**src/rtl/spi_burst_seq_pkg.sv**
```systemverilog
// rtl/spi_burst_seq_pkg.sv - shared state encoding, command codes and helpers for the SPI burst sequencer
package spi_seq_pkg;

  typedef enum logic [2:0] {
    ST_IDLE  = 3'd0,
    ST_WAIT  = 3'd1,
    ST_START = 3'd2,
    ST_XFER  = 3'd3,
    ST_GAP   = 3'd4,
    ST_DONE  = 3'd5
  } state_t;

  localparam logic [1:0] CMD_WRITE = 2'd0;
  localparam logic [1:0] CMD_READ  = 2'd1;
  localparam logic [1:0] CMD_WR_RD = 2'd2;
  localparam logic [1:0] CMD_RSVD  = 2'd3;

  localparam int DEF_WIDTH_W = 8;

  // A zero length still runs one transfer; oversize requests saturate.
  function automatic int coerce_len(input int len, input int max_burst);
    if (len == 0) return 1;
    if (len > max_burst) return max_burst;
    return len;
  endfunction

endpackage

```
**src/rtl/spi_burst_seq_if.sv**
```systemverilog
// rtl/spi_burst_seq_if.sv - sequencer to SPI master core handshake bundle
interface spi_burst_seq_if #(
  parameter int WIDTH_W = 8,
  parameter int IDX_W   = 5
);
  logic               start;
  logic [WIDTH_W-1:0] spi_width;
  logic [1:0]         spi_cmd;
  logic [IDX_W-1:0]   index;
  logic               out_flag;

  modport master (output start, output spi_width, output spi_cmd, output index, input out_flag);
  modport slave  (input start, input spi_width, input spi_cmd, input index, output out_flag);
endinterface

```
**src/rtl/spi_burst_seq_timer.sv**
```systemverilog
// rtl/spi_burst_seq_timer.sv - loadable down-counter with a reached-zero flag
module spi_seq_timer #(
  parameter int MAX = 1,
  parameter int W   = $clog2(MAX + 1)
) (
  input  logic         clk_i,
  input  logic         rst_i,
  input  logic         load_i,
  input  logic [W-1:0] load_val_i,
  input  logic         en_i,
  output logic         done_o
);

  logic [W-1:0] count_q, count_d;

  always_comb begin
    count_d = count_q;
    if (load_i) begin
      count_d = load_val_i;
    end else if (en_i && (count_q != '0)) begin
      count_d = count_q - 1'b1;
    end
  end

  always_ff @(posedge clk_i) begin
    if (rst_i) begin
      count_q <= '0;
    end else begin
      count_q <= count_d;
    end
  end

  assign done_o = (count_q == '0);

endmodule

```
**src/rtl/spi_burst_seq.sv**
```systemverilog
// rtl/spi_burst_seq.sv - burst sequencer driving start/width/cmd/index to an SPI master core
module spi_burst_seq
  import spi_seq_pkg::*;
#(
  parameter int CLK_HZ     = 50_000_000,
  parameter int INTERVAL   = 1_000_000,
  parameter int MAX_BURST  = 16,
  parameter int GAP_CYCLES = 4,
  parameter int TIMEOUT    = 4096,
  parameter int WIDTH_W    = DEF_WIDTH_W,
  parameter int IDX_W      = $clog2(MAX_BURST) + 1
) (
  input  logic               sys_clk,
  input  logic               sys_rst,
  input  logic               enable,
  input  logic               mode,
  input  logic               trig,
  input  logic [IDX_W-1:0]   cfg_len,
  input  logic [WIDTH_W-1:0] cfg_width,
  input  logic [1:0]         cfg_cmd,
  spi_burst_seq_if.master    spi,
  output logic               busy,
  output logic               burst_done,
  output logic               err_timeout
);

  localparam int IV_W   = $clog2(INTERVAL + 1);
  localparam int GP_MAX = (GAP_CYCLES > 0) ? GAP_CYCLES : 1;
  localparam int GP_W   = $clog2(GP_MAX + 1);
  localparam int WD_W   = $clog2(TIMEOUT + 1);

  // Each timer is loaded with (cycles - 1) so done rises on the last cycle of the window.
  localparam logic [IV_W-1:0] IV_LOAD = IV_W'(INTERVAL - 1);
  localparam logic [GP_W-1:0] GP_LOAD = GP_W'(GP_MAX - 1);
  localparam logic [WD_W-1:0] WD_LOAD = WD_W'(TIMEOUT - 1);

  state_t             state_q, state_d;
  logic [IDX_W-1:0]   len_q, len_d;
  logic [WIDTH_W-1:0] width_q, width_d;
  logic [1:0]         cmd_q, cmd_d;
  logic [IDX_W-1:0]   index_q, index_d;
  logic               err_q, err_d;
  logic               start_q, busy_q, done_q;

  logic iv_load, gap_load, wd_load, launch;
  logic iv_done, gap_done, wd_done;

  spi_seq_timer #(.MAX(INTERVAL)) u_interval (
    .clk_i(sys_clk), .rst_i(sys_rst), .load_i(iv_load), .load_val_i(IV_LOAD),
    .en_i(state_q == ST_WAIT), .done_o(iv_done)
  );

  spi_seq_timer #(.MAX(GP_MAX)) u_gap (
    .clk_i(sys_clk), .rst_i(sys_rst), .load_i(gap_load), .load_val_i(GP_LOAD),
    .en_i(state_q == ST_GAP), .done_o(gap_done)
  );

  spi_seq_timer #(.MAX(TIMEOUT)) u_watchdog (
    .clk_i(sys_clk), .rst_i(sys_rst), .load_i(wd_load), .load_val_i(WD_LOAD),
    .en_i(state_q == ST_XFER), .done_o(wd_done)
  );

  always_comb begin
    state_d  = state_q;
    len_d    = len_q;
    width_d  = width_q;
    cmd_d    = cmd_q;
    index_d  = index_q;
    err_d    = err_q;
    iv_load  = 1'b0;
    gap_load = 1'b0;
    wd_load  = 1'b0;
    launch   = 1'b0;

    unique case (state_q)
      ST_IDLE: begin
        if (enable) begin
          if (!mode) begin
            state_d = ST_WAIT;
            iv_load = 1'b1;
          end else if (trig) begin
            launch = 1'b1;
          end
        end
      end
      ST_WAIT: begin
        if (!enable || mode) begin
          state_d = ST_IDLE;
        end else if (iv_done) begin
          launch = 1'b1;
        end
      end
      ST_START: begin
        state_d = ST_XFER;
        wd_load = 1'b1;
      end
      ST_XFER: begin
        // A completion in the watchdog's final cycle still counts as success.
        if (spi.out_flag) begin
          if (index_q == len_q - 1'b1) begin
            state_d = ST_DONE;
          end else begin
            index_d = index_q + 1'b1;
            if (GAP_CYCLES == 0) begin
              state_d = enable ? ST_START : ST_DONE;
            end else begin
              state_d  = ST_GAP;
              gap_load = 1'b1;
            end
          end
        end else if (wd_done) begin
          err_d   = 1'b1;
          state_d = ST_DONE;
        end
      end
      ST_GAP: begin
        if (!enable) begin
          state_d = ST_DONE;
        end else if (gap_done) begin
          state_d = ST_START;
        end
      end
      ST_DONE: begin
        index_d = '0;
        if (enable && !mode) begin
          state_d = ST_WAIT;
          iv_load = 1'b1;
        end else begin
          state_d = ST_IDLE;
        end
      end
      default: state_d = ST_IDLE;
    endcase

    if (launch) begin
      state_d = ST_START;
      len_d   = IDX_W'(coerce_len(int'(cfg_len), MAX_BURST));
      width_d = cfg_width;
      cmd_d   = cfg_cmd;
      index_d = '0;
      err_d   = 1'b0;
    end
  end

  always_ff @(posedge sys_clk) begin
    if (sys_rst) begin
      state_q <= ST_IDLE;
      len_q   <= '0;
      width_q <= '0;
      cmd_q   <= '0;
      index_q <= '0;
      err_q   <= 1'b0;
      start_q <= 1'b0;
      busy_q  <= 1'b0;
      done_q  <= 1'b0;
    end else begin
      state_q <= state_d;
      len_q   <= len_d;
      width_q <= width_d;
      cmd_q   <= cmd_d;
      index_q <= index_d;
      err_q   <= err_d;
      start_q <= (state_d == ST_START);
      busy_q  <= (state_d != ST_IDLE) && (state_d != ST_WAIT);
      done_q  <= (state_d == ST_DONE);
    end
  end

  assign spi.start     = start_q;
  assign spi.spi_width = width_q;
  assign spi.spi_cmd   = cmd_q;
  assign spi.index     = index_q;
  assign busy          = busy_q;
  assign burst_done    = done_q;
  assign err_timeout   = err_q;

endmodule

```
**src/flat_wrapper.sv**
```systemverilog
// flat-port wrapper written by rule: the top's interface ports become plain ports
module spi_burst_seq_flat import spi_seq_pkg::*;
#(
  parameter int CLK_HZ     = 50_000_000,
  parameter int INTERVAL   = 1_000_000,
  parameter int MAX_BURST  = 16,
  parameter int GAP_CYCLES = 4,
  parameter int TIMEOUT    = 4096,
  parameter int WIDTH_W    = DEF_WIDTH_W,
  parameter int IDX_W      = $clog2(MAX_BURST) + 1
)
  (sys_clk, sys_rst, enable, mode, trig, cfg_len, cfg_width, cfg_cmd, busy, burst_done, err_timeout, spi_start, spi_spi_width, spi_spi_cmd, spi_index, spi_out_flag);
  spi_burst_seq_if #(.WIDTH_W(WIDTH_W), .IDX_W(IDX_W)) spi_i ();
  input  logic sys_clk;
  input  logic sys_rst;
  input  logic enable;
  input  logic mode;
  input  logic trig;
  input  logic [IDX_W-1:0] cfg_len;
  input  logic [WIDTH_W-1:0] cfg_width;
  input  logic [1:0] cfg_cmd;
  output logic busy;
  output logic burst_done;
  output logic err_timeout;
  output wire logic [$bits(spi_i.start)-1:0] spi_start;
  output wire logic [$bits(spi_i.spi_width)-1:0] spi_spi_width;
  output wire logic [$bits(spi_i.spi_cmd)-1:0] spi_spi_cmd;
  output wire logic [$bits(spi_i.index)-1:0] spi_index;
  input wire logic [$bits(spi_i.out_flag)-1:0] spi_out_flag;
  assign spi_start = spi_i.start;
  assign spi_spi_width = spi_i.spi_width;
  assign spi_spi_cmd = spi_i.spi_cmd;
  assign spi_index = spi_i.index;
  assign spi_i.out_flag = spi_out_flag;
  spi_burst_seq #(.CLK_HZ(CLK_HZ), .INTERVAL(INTERVAL), .MAX_BURST(MAX_BURST), .GAP_CYCLES(GAP_CYCLES), .TIMEOUT(TIMEOUT), .WIDTH_W(WIDTH_W), .IDX_W(IDX_W)) u_core (.sys_clk(sys_clk), .sys_rst(sys_rst), .enable(enable), .mode(mode), .trig(trig), .cfg_len(cfg_len), .cfg_width(cfg_width), .cfg_cmd(cfg_cmd), .spi(spi_i), .busy(busy), .burst_done(burst_done), .err_timeout(err_timeout));
endmodule
```
**config.mk**
```make
export PLATFORM = sky130hd
export DESIGN_NAME = spi_burst_seq_flat
export DESIGN_NICKNAME = d
export VERILOG_FILES = /design/src/rtl/spi_burst_seq_pkg.sv /design/src/rtl/spi_burst_seq_if.sv /design/src/rtl/spi_burst_seq_timer.sv /design/src/rtl/spi_burst_seq.sv /design/src/flat_wrapper.sv
export SDC_FILE = /design/constraint.sdc
export NUM_CORES = 1
export LEC_CHECK = 0
export ABC_AREA = 1
export CAP_MARGIN = 20
export CORE_MARGIN = 2
export CORE_UTILIZATION = 48
export CTS_BUF_LIST = sky130_fd_sc_hd__clkbuf_4
export DETAILED_ROUTE_END_ITERATION = 10
export MAX_ROUTING_LAYER = met4
export PLACE_DENSITY = 0.69
export SYNTH_ARGS = -nofsm -noshare
export SYNTH_HDL_FRONTEND = slang
export SYNTH_HIERARCHICAL = 1
export SYNTH_SLANG_ARGS = --single-unit
export TNS_END_PERCENT = 30
```
**constraint.sdc**
```tcl
create_clock -name sys_clk -period 3.1 [get_ports sys_clk]
set_input_delay 0.31 -clock sys_clk [delete_from_list [all_inputs] [get_ports sys_clk]]
set_output_delay 0.31 -clock sys_clk [all_outputs]
set_load 0.02 [all_outputs]
```
# Yosys cells after proc, flatten, opt, wreduce, memory -nomap -nowiden
# Cells that the tools add are included.
dict set report classes {
  n_lt_le_gt_ge 1
  n_mux 43
  eq_ne 11
  n_reduce_logical 27
  add_sub_neg 5
  n_bitwise 1
}
# op n
set op_table {}
lappend op_table {{$mux W20} 2}
lappend op_table {{$mux W5} 5}
lappend op_table {{$mux W12} 2}
lappend op_table {{$mux W3} 8}
lappend op_table {{$logic_not A20 Y1} 1}
lappend op_table {{$mux W1} 20}
lappend op_table {{$reduce_bool A20 Y1} 1}
lappend op_table {{$sub A20 B1 Y20 const B} 1}
lappend op_table {{$pmux W3 S6} 1}
lappend op_table {{$logic_not A13 Y1} 1}
lappend op_table {{$reduce_bool A13 Y1} 1}
lappend op_table {{$sub A13 B1 Y13 const B} 1}
lappend op_table {{$pmux W5 S2} 1}
lappend op_table {{$eq A3 B2 Y1 const B} 3}
lappend op_table {{$eq A3 B3 Y1 const B} 3}
lappend op_table {{$reduce_bool A2 Y1} 4}
lappend op_table {{$reduce_or A2 Y1} 4}
lappend op_table {{$logic_not A3 Y1} 2}
lappend op_table {{$reduce_and A3 Y1} 2}
lappend op_table {{$reduce_bool A3 Y1} 2}
lappend op_table {{$add A5 B1 Y5 const B} 1}
lappend op_table {{$eq A5 B5 Y1} 1}
lappend op_table {{$gt A5 B5 Y1 const B} 1}
lappend op_table {{$logic_and A1 B1 Y1} 5}
lappend op_table {{other kinds (11)} 15}
dict set report word_totals {
  out_inout_bits 19
  register_bits 63
}

# Longest topological paths before layout
# Gate-level depths: netlist of the first run.
dict set report depth {
  depth_word 9
  depth_mapped 17
}

# Cells and area by module
# Netlist of the first run, hierarchy kept.
# module n_inst cells_per_inst seq_area_each_um2 area_each_um2
set by_module_without_submodules {}
lappend by_module_without_submodules {{spi_seq_timer at u_core.u_interval} 1 244 400.4 1592.8}
lappend by_module_without_submodules {spi_burst_seq 1 200 540.5 1458.9}
lappend by_module_without_submodules {{spi_seq_timer at u_core.u_watchdog} 1 156 260.2 957.2}
lappend by_module_without_submodules {{spi_seq_timer at u_core.u_gap} 1 34 60.1 201.4}

# Worst setup path before layout of the first run
# OpenSTA, ideal clock, no wires.
dict set report synth_timing {
  path_type {register to register}
  start {register u_core.state_q[2]}
  end {register u_core.u_interval.count_q[6]}
  setup_slack_ns 1.422
  synth_period_minus_slack_ns 1.678
  path_stages_with_launch 7
  setup_time_ns 0.118
  t_arrival_ns 1.559
  cell_sequence {dfxtp_1 -> inv_2 -> nor2_2 -> o21a_1 -> clkbuf_1 -> mux2i_1 -> a21oi_2}
}
dict set report synth_via {
  elab_chain_cells 3
  word_cells_on_any_way 6
  classes_between {eq/ne: 2; mux: 1; reduce/logical: 3}
}
# element line_no
set synth_rtl {}
lappend synth_rtl {{start, declared} spi_burst_seq.sv:37} ;# state_t state_q, state_d;
lappend synth_rtl {{start signal, assigned} spi_burst_seq.sv:157} ;# state_q <= state_d;
lappend synth_rtl {{$eq A3 B3 Y1 / $logic_not A3 Y1 (equally long branches)} spi_burst_seq.sv:75} ;# unique case (state_q)
lappend synth_rtl {{$pmux W1 S2 *} spi_burst_seq.sv:75}
lappend synth_rtl {{net u_core.iv_load} spi_burst_seq.sv:45} ;# logic iv_load, gap_load, wd_load, launch;
lappend synth_rtl {{$reduce_or A2 Y1 (no source line) *} n/a}
lappend synth_rtl {{end signal, assigned} spi_burst_seq_timer.sv:29} ;# count_q <= count_d;
lappend synth_rtl {{end, declared} spi_burst_seq_timer.sv:14} ;# logic [W-1:0] count_q, count_d;
# Mark *: on every way through the listed nets, which the timed path passes. The rest lies on a longest branch.
# A chain may end at the register's enable or synchronous reset.

# Final worst setup path of the first run
dict set report layout_timing {
  start {register u_core.u_interval.count_q[0]}
  end {register u_core.len_q[3]}
}
dict set report layout_via {
  elab_chain_cells 4
}
# element line_no
set layout_rtl {}
lappend layout_rtl {{$logic_not A20 Y1} spi_burst_seq_timer.sv:33} ;# assign done_o = (count_q == '0);
lappend layout_rtl {{net u_core.iv_done} spi_burst_seq.sv:46} ;# logic iv_done, gap_done, wd_done;
lappend layout_rtl {{$mux W1} spi_burst_seq.sv:89} ;# end else if (iv_done) begin
lappend layout_rtl {{$mux W1} spi_burst_seq.sv:87} ;# if (!enable || mode) begin
lappend layout_rtl {{$pmux W1 S2} spi_burst_seq.sv:75}
lappend layout_rtl {{end signal, assigned} spi_burst_seq.sv:158} ;# len_q <= len_d;
lappend layout_rtl {{end, declared} spi_burst_seq.sv:38} ;# logic [IDX_W-1:0] len_q, len_d;
# The timed path passes the listed nets, and every way through them passes these cells.

==> flow_summary.toml, run 1 <==
[clock_tree]
cts_hold_buf = 0
cts-buffers-inserted = 9
cts_tree = "yes"
clockBufferDepth = 2
cts_setup_buffers = 0
clkLatencyLatePin_ns = 0.42
root_buffer = "clkbuf_4"
cts_sinks = 63
cts_resized = 0
htreeDepth = 3
clk_pin_slew_ns = 0.14

[worst_setup_path]
crit_type = "flop to flop"
path_cells = "inv_1 -> ha_1 -> nand2_1 -> nor2_2 -> nand3_4 -> inv_1 -> nand3_2 -> nand2_4 -> inv_6 -> nor2_4 -> nand2_2 -> o22ai_2"
r2r-start = "u_core/u_interval/count_q[0]$_SDFFE_PP0P_"
critPathCaptureType = "flop"
cp_max_fo = 15
cpMostUsedCell = "inv_1"
cp.arrival_ns = 2.36
crit_buf_inv = 3
reg2reg_depth = 12
critPathLaunchType = "flop"
rr_endpoint = "u_core/len_q[3]$_SDFFE_PP0P_"
critPathSlowestCell = "dfxtp_1"
worstPathRequired_ns = 3.43
slowest_delay_ns = 0.37
critical_path.top_delay_family = "simple AND/OR/NAND/NOR gates"
reg2reg_slack_ns = 1.06

[finish]
fin_cells = 822
n_antenna_cell = 0
fin_nets = 738
syn2layout_area_growth_pct = 18.0
drive_gt1_share_pct = 16.2
finalCoreUtilization_pct = 57.8
fin_area_sq_um = 4970

[sta]
drv_slew = 0
tightest_slew_ns = 0.674
setup_viol = 0
setup_tns_ns = 0
hold_viol = 0
fin_ws_ns = 1.06
maxSlewHeadroom_pct = 55.0
rsz0062_at_grt = "no"
fmax_mhz = 491
fin_hold_ws_ns = 0.464
layout_min_cycle_time_ns = 2.04
timing.final.crit_share_pct = 65.7
worst_clock_skew_ns = 0.0303

[synthesis]
synth-seq-cells = 63
synth_edf_count = 0
syn_inst = 634
ys_async_sr_fraction_pct = 0
yosysTopAreaCell = "dfxtp_1"
synth_ff_type = "dfxtp_1"
synth_cell_types = 44
syn_area_sq_um = 4210
ys_warn_count = 6
synth_top_area_share_pct = 30.0
syn-mean-instance-area_sq_um = 6.64
ys_top_cells_by_area = "dfxtp_1 (30%), nand2_1 (14%), nor2_1 (9.8%)"
ys_seq_area_share_pct = 30.0

[floorplan]
row_count = 34
ioPinCount = 40
die_h_um = 97.7
design.core.area_sq_um = 8590
die_area_sq_um = 9540
die_w_um = 97.7
initial_core_util_pct = 49.0

[placement]
port_buffers = 39
dp_cells = 806
dp_slack_ns = 0.991
hpwlAfterDp_um = 7030
place.gp.congestion = 0.931
place_area_sq_um = 4800

[global_routing]
grt_antenna_before_repair = 0
grt_pass1_vias = 3849
grt_first_pass_wirelength_um = 17200
grtUsageTotal_pct = 22.1
overflow = 0
grt_max_degree = 28

[routing]
first_pass_iters = 4
vias_per_cell = 4.78
drtIter0Drc = 158
drc = 0
routedWlPerCell_um = 11.5
vias = 3927
detail-route-antenna-nets = 0
drt-total-wl_um = 9460

[job]
max_cap_violations = 0

[hold_path]
min_path_type = "input port to flop"
hold_depth = 3
holdCritStartpoint = "cfg_width[7]"
holdPathEnd = "u_core/spi.spi_width[7]$_SDFFE_PP0P_"

[pwr]
fin_total_pwr_mw = 2.86
p_per_area_nw_per_um2 = 576
p_leak_nw = 2.31
ir_drop_uv = 265

[status]
outcome = "completed"
Yosys cell counts (3+ instances only):
cell        n
a21oi_1    16
a21oi_2    12
clkbuf_1    6
dfxtp_1    63
ha_1        8
inv_1      56
inv_2      12
nand2_1   154
nand2_2    23
nand2_4     4
nand2_8     3
nand3_1    44
nand3_2     3
nand3b_1    3
nand4_1     4
nor2_1    110
nor2_2     21
nor2_4      7
o21ai_0    26
o21ai_1    10
o22ai_2     4
xnor2_1     5
xor2_1     12
layout make-up:
type | instances | area, sq um
Inverter | 71 | 285
Clock buffer | 9 | 67.6
Multi-Input combinational cell | 522 | 2710
Tap cell | 108 | 135
Fill cell | 861 | 3620
Sequential cell | 63 | 1260
Timing Repair Buffer | 42 | 413
Clock inverter | 7 | 96.3
worst max path at each step:
stage	from	endpoint	depth (start not counted)
2_1_floorplan	u_core/state_q[2]$_SDFF_PP0_	u_core/u_interval/count_q[6]$_SDFFE_PP0P_	6
3_3_place_gp	enable	u_core/u_interval/count_q[11]$_SDFFE_PP0P_	9
3_5_place_dp	enable	u_core/u_interval/count_q[10]$_SDFFE_PP0P_	9
4_1_cts	u_core/u_interval/count_q[0]$_SDFFE_PP0P_	u_core/len_q[3]$_SDFFE_PP0P_	12
5_1_grt	u_core/u_interval/count_q[0]$_SDFFE_PP0P_	u_core/len_q[3]$_SDFFE_PP0P_	12
6_report	u_core/u_interval/count_q[0]$_SDFFE_PP0P_	u_core/len_q[3]$_SDFFE_PP0P_	12
flip-flops by register name, summed over array words and instances, names as in the netlist:
register and flops:
u_core/u_watchdog/count_q 13, u_core/busy 1, u_core/spi.start 1, u_core/u_gap/count_q 3, u_core/u_interval/count_q 20, u_core/state_q 3
u_core/spi.index 5, u_core/spi.spi_width 8, u_core/burst_done 1, u_core/spi.spi_cmd 2, u_core/len_q 5, u_core/err_timeout 1
routing by layer:
metal / track usage [%] / part of all wire (%)
met1: 27.1 / 47
met2: 36.8 / 47
met3: 4.75 / 4.2
met4: 6.09 / 1.3
met5: - / 0
cells by family (layout without fill, tap and decap cells):
group	after synthesis	after routing	synth area share, %
muxes	2	2	0.476
adders and majority gates	8	8	2.38
DFF	63	63	30.0
and+or+nand+nor	385	385	43.8
other	2	36	0.178
buffers and inverters	83	129	8.71
xor gates and xnor gates	17	17	3.54
AOI/OAI and AO/OA	74	74	10.9
worst register-to-register path, stage by stage, from the launching register on:
cell	delay (ns)
dfxtp_1	0.37
inv_1	0.20
ha_1	0.21
nand2_1	0.08
nor2_2	0.14
nand3_4	0.13
inv_1	0.09
nand3_2	0.09
nand2_4	0.19
inv_6	0.11
nor2_4	0.12
nand2_2	0.11
o22ai_2	0.12
placed cells by master, fill, tap and decap left out, types with 3 or more instances in the layout:
cell,instances
a21oi_1,16
a21oi_2,12
buf_4,3
clkbuf_4,9
clkdlybuf4s50_1,39
conb_1,36
dfxtp_1,63
ha_1,8
inv_1,56
inv_2,12
nand2_1,154
nand2_2,23
nand2_4,4
nand2_8,3
nand3_1,44
nand3_2,3
nand3b_1,3
nand4_1,4
nor2_1,110
nor2_2,21
nor2_4,7
o21ai_0,26
o21ai_1,10
o22ai_2,4
xnor2_1,5
xor2_1,12
where the power goes:
part / switching [mW] / internal, mW / total, mW
clock: 0.331 / 0.328 / 0.659
sequential: 0.0922 / 0.890 / 0.982
combinational: 0.765 / 0.456 / 1.22
Power figures use the tool's default switching activity.
==> run 2, diff against run 1 <==
Settings changed: PLACE_DENSITY 0.69 to 0.71.
Clock period 3.1 ns to 1.8 ns, I/O delays scaled along.
==> flow_summary.toml, run 2 (synthesis results as in run 1) <==
[clock_tree]
cts_tree = "yes"
clkLatencyLatePin_ns = 0.40
cts_hold_buf = 0
cts_sinks = 63
root_buffer = "clkbuf_4"
htreeDepth = 3
clockBufferDepth = 2
clk_pin_slew_ns = 0.11
cts-buffers-inserted = 9

[placement]
place_area_sq_um = 4910
hpwlAfterDp_um = 7540
port_buffers = 39
place.gp.congestion = 0.917

[sta]
timing.final.crit_share_pct = 96.2
hold_viol = 0
tightest_slew_ns = 0.631
maxSlewHeadroom_pct = 57.9
fmax_mhz = 578
setup_tns_ns = 0
drv_slew = 0
fin_hold_ws_ns = 0.360
worst_clock_skew_ns = 0.0160
setup_viol = 0
rsz0062_at_grt = "yes"
layout_min_cycle_time_ns = 1.73

[routing]
drt-total-wl_um = 10200
detail-route-antenna-nets = 0
drtIter0Drc = 194
vias_per_cell = 4.96
first_pass_iters = 5
routedWlPerCell_um = 12.1
vias = 4190
drc = 0

[pwr]
p_leak_nw = 2.49
ir_drop_uv = 690
p_per_area_nw_per_um2 = 976

[global_routing]
grt_antenna_before_repair = 0
overflow = 0
grt_max_degree = 28
grt_first_pass_wirelength_um = 17500
grt_pass1_vias = 4008
grtUsageTotal_pct = 22.7

[floorplan]
die_w_um = 97.7
die_h_um = 97.7
row_count = 34
ioPinCount = 40
die_area_sq_um = 9540
initial_core_util_pct = 49.0
design.core.area_sq_um = 8590

[worst_setup_path]
worstPathRequired_ns = 2.11
reg2reg_slack_ns = 0.07
reg2reg_depth = 17
cp.arrival_ns = 2.04
critPathLaunchType = "flop"
r2r-start = "u_core/len_q[0]$_SDFFE_PP0P_"
crit_type = "flop to flop"
cp_max_fo = 7
critPathCaptureType = "flop"
crit_start = "u_core/len_q[0]$_SDFFE_PP0P_"
rr_endpoint = "u_core/u_gap/count_q[0]$_SDFFE_PP0P_"

[finish]
drive_gt1_share_pct = 20.9
layout_common_cells = "nand2_1 (150), nor2_1 (109), dfxtp_1 (59)"
layout_commonest_cell = "nand2_1"
fin_nets = 760
syn2layout_area_growth_pct = 24.0
largest_reg_flops = 20
top_register = "u_core/u_interval/count_q"
n_antenna_cell = 0
fin_area_sq_um = 5220

[status]
outcome = "completed"

[hold_path]
min_path_type = "input port to flop"
holdCritStartpoint = "cfg_width[7]"
hold_depth = 3
holdPathEnd = "u_core/spi.spi_width[7]$_SDFFE_PP0P_"

[job]
max_cap_violations = 0
## run 2: cell types whose count changed in the layout (fill, tap and decap cells not counted), moves of 3 or more
cell,delta
clkbuf_4,+3
dfxtp_2,+4
nand2_2,+4
buf_4,+19
dfxtp_1,-4
inv_1,-4
nand2_1,-4
## run 2: layout make-up
cell class / instances / area [sq um]
Inverter: 71 / 303
Clock buffer: 12 / 90.1
Multi-Input combinational cell: 522 / 2750
Fill cell: 797 / 3370
Clock inverter: 4 / 70.1
Tap cell: 108 / 135
Sequential cell: 63 / 1270
Timing Repair Buffer: 64 / 603
## run 2: worst max-delay path, cell delays in order (launching register included)
cell and delay (ns):
dfxtp_2 0.38, inv_4 0.05, ha_4 0.27, inv_2 0.03, nand2_2 0.04, nand2_1 0.05, nor2_1 0.11, nand2_1 0.07
nor2_2 0.11, nand2_2 0.08, nand3_4 0.09, inv_6 0.06, inv_6 0.06, nand2_2 0.04, nand2_2 0.05, nand2_1 0.04
nand2_1 0.06, nor2_2 0.03
## run 2: worst max-delay path by stage
stage	end	slack, ns	cells past startpoint
3_3_place_gp	u_core/u_interval/count_q[18]$_SDFFE_PP0P_	-0.06	10
6_report	u_core/u_gap/count_q[0]$_SDFFE_PP0P_	0.07	17
5_1_grt	u_core/u_gap/count_q[0]$_SDFFE_PP0P_	-0.06	17
2_1_floorplan	u_core/u_interval/count_q[6]$_SDFFE_PP0P_	0.12	6
4_1_cts	u_core/len_q[1]$_SDFFE_PP0P_	0.005	12
3_5_place_dp	u_core/u_interval/count_q[13]$_SDFFE_PP0P_	-0.09	8
## run 2: repair_timing
action	4_1_cts	5_1_grt
pin swaps	0	11
endpoints found under the setup margin	1	51
resized for setup	1	30
gates cloned	0	0
setup buffers	0	9
endpoints found under the hold margin	0	0
## run 2: per-stage QoR
stage	util, %	worst slack (ns)	instances	total power, mW
after CTS	59.1	0.00523	835	5.03
after global routing	60.7	-0.0625	844	5.50
final	60.7	0.0687	844	5.10
after detailed placement	57.2	-0.0920	819	3.88
after floorplan	-	0.122	668	3.40
after global placement	57.2	-0.0612	819	3.82
## run 2: power breakdown
part | internal, mW | switching [mW] | total (mW) | leakage, nW
combinational | 0.880 | 1.41 | 2.29 | 1.88
sequential | 1.53 | 0.148 | 1.68 | 0.515
clock | 0.607 | 0.517 | 1.12 | 0.0913
## run 2: layer usage
metal | part of all wire (%) | track usage (%) | vias to the layer above
li1 | - | - | 2159
met1 | 44 | 26.0 | 1928
met2 | 51 | 39.0 | 87
met3 | 3.4 | 4.10 | 16
met4 | 1.9 | 9.40 | 0
met5 | 0 | - | -
